<file path="src/rtl/deser_queue_top.sv">
// Serial receive path: MSB-first deserializer feeding an 8-entry byte queue.
// Define DESER_LSB_FIRST_EN to shift bits in LSB-first instead.
module deser_queue_top #(
    parameter int DATA_WIDTH  = 8,
    parameter int QUEUE_DEPTH = 8
) (
    input  logic                  clock,
    input  logic                  reset,
    input  logic                  data_in,
    input  logic                  write_in,
    input  logic                  enqueue_in,
    input  logic                  dequeue_in,
    output logic                  data_ready,
    output logic                  status_out,
    output logic [3:0]            len_out,
    output logic [DATA_WIDTH-1:0] data_out
);

    localparam int PW = (QUEUE_DEPTH > 1) ? $clog2(QUEUE_DEPTH) : 1;
    localparam int CW = (DATA_WIDTH > 1) ? $clog2(DATA_WIDTH) : 1;
    localparam logic [PW-1:0] LAST_PTR = PW'(QUEUE_DEPTH - 1);
    localparam logic [CW-1:0] LAST_BIT = CW'(DATA_WIDTH - 1);
    localparam logic [3:0]    DEPTH_L  = 4'(QUEUE_DEPTH);

    logic [DATA_WIDTH-1:0] r_shreg;
    logic [CW-1:0]         r_cnt;
    logic                  r_ready;
    logic                  r_status;
    logic [3:0]            r_len;
    logic [PW-1:0]         r_wptr;
    logic [PW-1:0]         r_rptr;
    logic [DATA_WIDTH-1:0] r_dout;
    logic [DATA_WIDTH-1:0] r_mem [QUEUE_DEPTH];

    logic                  w_accept;
    logic                  w_push;
    logic                  w_pop;
    logic [DATA_WIDTH-1:0] w_shreg_next;

    assign w_accept = write_in & r_status;
    // Full check uses the registered length, so a same-edge pop never frees room for a push.
    assign w_push   = r_ready & enqueue_in & (r_len < DEPTH_L);
    assign w_pop    = dequeue_in & (r_len != 4'd0);

`ifdef DESER_LSB_FIRST_EN
    assign w_shreg_next = {data_in, r_shreg[DATA_WIDTH-1:1]};
`else
    assign w_shreg_next = {r_shreg[DATA_WIDTH-2:0], data_in};
`endif

    always_ff @(posedge clock) begin
        if (!reset) begin
            r_shreg  <= '0;
            r_cnt    <= '0;
            r_ready  <= 1'b0;
            r_status <= 1'b1;
            r_len    <= 4'd0;
            r_wptr   <= '0;
            r_rptr   <= '0;
            r_dout   <= '0;
        end else begin
            if (w_accept) begin
                r_shreg <= w_shreg_next;
                if (r_cnt == LAST_BIT) begin
                    r_cnt    <= '0;
                    r_ready  <= 1'b1;
                    r_status <= 1'b0;
                end else begin
                    r_cnt <= r_cnt + 1'b1;
                end
            end else if (w_push) begin
                r_ready  <= 1'b0;
                r_status <= 1'b1;
            end

            if (w_push)
                r_wptr <= (r_wptr == LAST_PTR) ? '0 : r_wptr + 1'b1;

            if (w_pop) begin
                r_dout <= r_mem[r_rptr];
                r_rptr <= (r_rptr == LAST_PTR) ? '0 : r_rptr + 1'b1;
            end

            case ({w_push, w_pop})
                2'b10:   r_len <= r_len + 4'd1;
                2'b01:   r_len <= r_len - 4'd1;
                default: r_len <= r_len;
            endcase
        end
    end

    always_ff @(posedge clock) begin
        if (reset && w_push)
            r_mem[r_wptr] <= r_shreg;
    end

    assign data_ready = r_ready;
    assign status_out = r_status;
    assign len_out    = r_len;
    assign data_out   = r_dout;

endmodule

</file>
<file path="config.mk">
export PLATFORM = sky130hd
export DESIGN_NAME = deser_queue_top
export DESIGN_NICKNAME = d
export VERILOG_FILES = /design/src/rtl/deser_queue_top.sv
export SDC_FILE = /design/constraint.sdc
export NUM_CORES = 1
export LEC_CHECK = 0
export BUFFER_PORTS_ARGS = -buffer_cell sky130_fd_sc_hd__buf_2
export CAP_MARGIN = 15
export CORE_MARGIN = 2
export CORE_UTILIZATION = 55
export DETAILED_ROUTE_END_ITERATION = 6
export PLACE_DENSITY = 0.76
export SLEW_MARGIN = 5
export SYNTH_ARGS = -nofsm -noshare
export SYNTH_HDL_FRONTEND = slang
export SYNTH_SLANG_ARGS = --single-unit
</file>
<file path="constraint.sdc">
create_clock -name clock -period 3.43 [get_ports clock]
set_input_delay 0.343 -clock clock [delete_from_list [all_inputs] [get_ports clock]]
set_output_delay 0.343 -clock clock [all_outputs]
set_load 0.01 [all_outputs]
</file>
==> qor.json <==
{
  "grt_max_degree": 35,
  "fin_total_pwr_mw": 1.94,
  "holdPathStages": 3,
  "synth_seq_cells": 95,
  "netlist.area_leader.share_pct": 50.5,
  "worst_path_largest_cell_delay_ps": 600,
  "drcViolationCount": 0,
  "cts_buffer_depth": 2,
  "end_kind": "flop",
  "dpl.hpwl_mm": 3.99,
  "final_cell_area_sq_um": 4140,
  "hp-class": "input pin to flop",
  "fmaxAchievable_mhz": 424,
  "synthTopCellsByCount": "64 x sky130_fd_sc_hd__edfxtp_1, 31 x sky130_fd_sc_hd__dfxtp_1, 31 x sky130_fd_sc_hd__nand2_1",
  "final.setup.tns_ps": 0,
  "syn_area_sq_um": 3800,
  "dp_worst_setup_slack_ps": 1040,
  "route.final.wire_length_mm": 6.05,
  "place.gp.congestion": 0.857,
  "gr-total-overflow": 0,
  "reg2reg_to": "len_out[3]$_SDFFE_PN0P_",
  "report.final.setup_viol": 0,
  "synth_cell_types": 33,
  "reg2reg_from": "len_out[3]$_SDFFE_PN0P_",
  "placement.io_buffers": 19,
  "pre_repair_dr_iteration_count": 4,
  "post-route-min-period_ps": 2360,
  "timing.critical_path.arrival_ps": 2640,
  "antenna-diode-count": 0,
  "reg2regPathDepth": 7,
  "synth_edf_count": 64,
  "unrepaired_setup_endpoints_after_global_routing": "no",
  "yosysTopAreaCell": "sky130_fd_sc_hd__edfxtp_1",
  "tritoncts_clock_tree": "done",
  "wl_per_cell_um": 16.9,
  "vias": 2039,
  "grt_pass1_wl_mm": 9.74,
  "row_count": 30,
  "vias_in_the_first_global_route": 1985,
  "status": "complete, no violations",
  "boundaryPins": 20,
  "ctsResizeCount": 0,
  "clkSinkCount": 95,
  "crit_path_max_fanout": 14,
  "grt_usage_pct": 17.3,
  "crit_share_post_route_pct": 68.7,
  "final_net_count": 290,
  "clock_skew_ps": 7.98,
  "slew-limit-headroom_pct": 35.0,
  "pins_over_slew_limit": 0,
  "overall_die_area_sq_um": 7600,
  "worstPathRequired_ps": 3710,
  "cts_made_buffers": 9,
  "final_critical_path_setup_slack_ps": 1070,
  "clk_pin_slew_worst_paths_ps": 90,
  "placed_area_sq_um": 3950,
  "yosysSeqAreaShare_pct": 66.8,
  "grt_antenna_before_repair": 0,
  "flow.area_growth_from_synthesis_pct": 8.75,
  "synth-main-ff-cell": "sky130_fd_sc_hd__edfxtp_1",
  "synthMostInstantiatedCell": "sky130_fd_sc_hd__edfxtp_1",
  "htree_num_levels": 3,
  "hold-worst-slack_ps": 245,
  "antenna_left": 0,
  "timing.hold.worst_endpoint": "r_shreg[0]$_SDFFE_PN0P_",
  "postSynthCellCount": 251,
  "chipWidth_um": 87.2,
  "cap_viol_max_count": 0,
  "initialDrtViolationCount": 111,
  "reg2reg_setup_slack_ps": 1070,
  "postCtsHoldBufs": 0,
  "peak_supply_drop_mv": 0.226,
  "core_area_sq_um": 6760,
  "hold_violations": 0,
  "cp-start-kind": "flop",
  "syn_avg_cell_area_sq_um": 15.2,
  "fillCellCount": 491,
  "pwr_density_cell_nw_per_um2": 468,
  "worst-slew-pin-transition_ps": 974,
  "die_height_um": 87.2,
  "clkLatencyLatePin_ps": 340,
  "yosysWarningCount": 0,
  "critPathKind": "flop to flop",
  "cell_by_cell_listing_of_the_critical_path": "o41a_4, ha_1, ha_1, a21o_1, a21oi_1, mux2i_1, mux2i_1",
  "synth.net_count": 267,
  "post-cts-setup-buffer-count": 0,
  "viasPerCell": 5.68,
  "layout-drive-gt1-share_pct": 18.3,
  "critical-path-slowest-cell": "sky130_fd_sc_hd__o41a_4",
  "clockRootBuffer": "sky130_fd_sc_hd__clkbuf_8",
  "hold_path_startpoint": "data_in",
  "top_cells_by_area_in_the_synthesized_netlist": "sky130_fd_sc_hd__edfxtp_1 51%, sky130_fd_sc_hd__dfxtp_1 16%, sky130_fd_sc_hd__mux4_1 5.5%",
  "p_leak_nw": 1.46,
  "start_util_pct": 56.3,
  "synth_async_sr_flop_share_pct": 0
}
==> layout by cell type, fill, tap and decap left out, types with 2 or more instances in the layout <==
| cell | instances |
|---|---|
| sky130_fd_sc_hd__a21boi_0 | 13 |
| sky130_fd_sc_hd__a21oi_1 | 3 |
| sky130_fd_sc_hd__and2_1 | 4 |
| sky130_fd_sc_hd__buf_2 | 19 |
| sky130_fd_sc_hd__buf_4 | 4 |
| sky130_fd_sc_hd__clkbuf_8 | 9 |
| sky130_fd_sc_hd__clkinv_2 | 2 |
| sky130_fd_sc_hd__clkinvlp_4 | 3 |
| sky130_fd_sc_hd__dfxtp_1 | 31 |
| sky130_fd_sc_hd__edfxtp_1 | 64 |
| sky130_fd_sc_hd__ha_1 | 9 |
| sky130_fd_sc_hd__inv_1 | 4 |
| sky130_fd_sc_hd__mux2i_1 | 5 |
| sky130_fd_sc_hd__mux4_1 | 8 |
| sky130_fd_sc_hd__mux4_2 | 8 |
| sky130_fd_sc_hd__nand2_1 | 31 |
| sky130_fd_sc_hd__nand2b_1 | 3 |
| sky130_fd_sc_hd__nand3b_1 | 2 |
| sky130_fd_sc_hd__nor2_1 | 17 |
| sky130_fd_sc_hd__nor2b_1 | 5 |
| sky130_fd_sc_hd__nor3_1 | 4 |
| sky130_fd_sc_hd__o21ai_0 | 11 |
| sky130_fd_sc_hd__o22ai_1 | 7 |
==> metal layers <==
layer / track usage [%] / vias up / share of wire, %
met5: 0 / - / 0
met4: 6.71 / 0 / 1.4
met3: 3.41 / 9 / 2.4
met2: 27.9 / 30 / 49
met1: 23.4 / 1016 / 47
li1: - / 984 / -
==> critical path, delay by kind of cell (launching register included) <==
family	cells	cell delay (ps)
adders and majority gates	2	560
DFF	1	360
AOI/OAI and AO/OA	3	950
muxes	2	430
==> logic make-up after synthesis <==
kind of cell    Yosys count  share of synthesized area (%)
flops                    95                           66.8
simple gates             70                           8.32
compound gates           38                           6.77
mux                      21                           11.6
buf+inv                  15                           2.56
fa+ha+maj                10                           3.49
xor+xnor                  2                          0.460
==> stage by stage <==
step | util (%) | instances
after floorplan | - | 251
after global placement | 58.4 | 343
after detailed placement | 58.4 | 343
after CTS | 61.2 | 359
after global routing | 61.2 | 359
final | 61.2 | 359
==> power breakdown <==
group	switching, mW	internal, mW	leakage, nW
Sequential	0.00448	1.21	0.855
Clock	0.363	0.335	0.0883
Combinational	0.0128	0.00836	0.513
==> how the worst max path moves through the flow <==
stage	startpoint	endpoint	slack, ps	cells after the start
2_1_floorplan	len_out[3]$_SDFFE_PN0P_	len_out[3]$_SDFFE_PN0P_	1120	8
3_3_place_gp	len_out[3]$_SDFFE_PN0P_	len_out[3]$_SDFFE_PN0P_	1160	7
3_5_place_dp	enqueue_in	len_out[3]$_SDFFE_PN0P_	1040	10
4_1_cts	len_out[3]$_SDFFE_PN0P_	len_out[3]$_SDFFE_PN0P_	1070	7
5_1_grt	data_ready$_SDFFE_PN0P_	len_out[3]$_SDFFE_PN0P_	940	9
6_report	len_out[3]$_SDFFE_PN0P_	len_out[3]$_SDFFE_PN0P_	1070	7
==> state kept, by name, indices dropped and copies added (netlist names) <==
signal	count
data_out	8
status_out	1
r_wptr	3
r_shreg	8
data_ready	1
r_rptr	3
len_out	4
r_cnt	3
r_mem	64
==> cell type report <==
class / count / area [sq um] / area share, %
clock inverter: 6 / 62.6 / 1.51
sequential: 95 / 2540 / 61.4
tap: 80 / 100 / 2.42
inverter: 4 / 15.0 / 0.363
timing repair buffer: 23 / 125 / 3.02
multi-input combinational: 141 / 1160 / 28.2
clock buffer: 10 / 128 / 3.08
(Power assumes the default switching activity.)
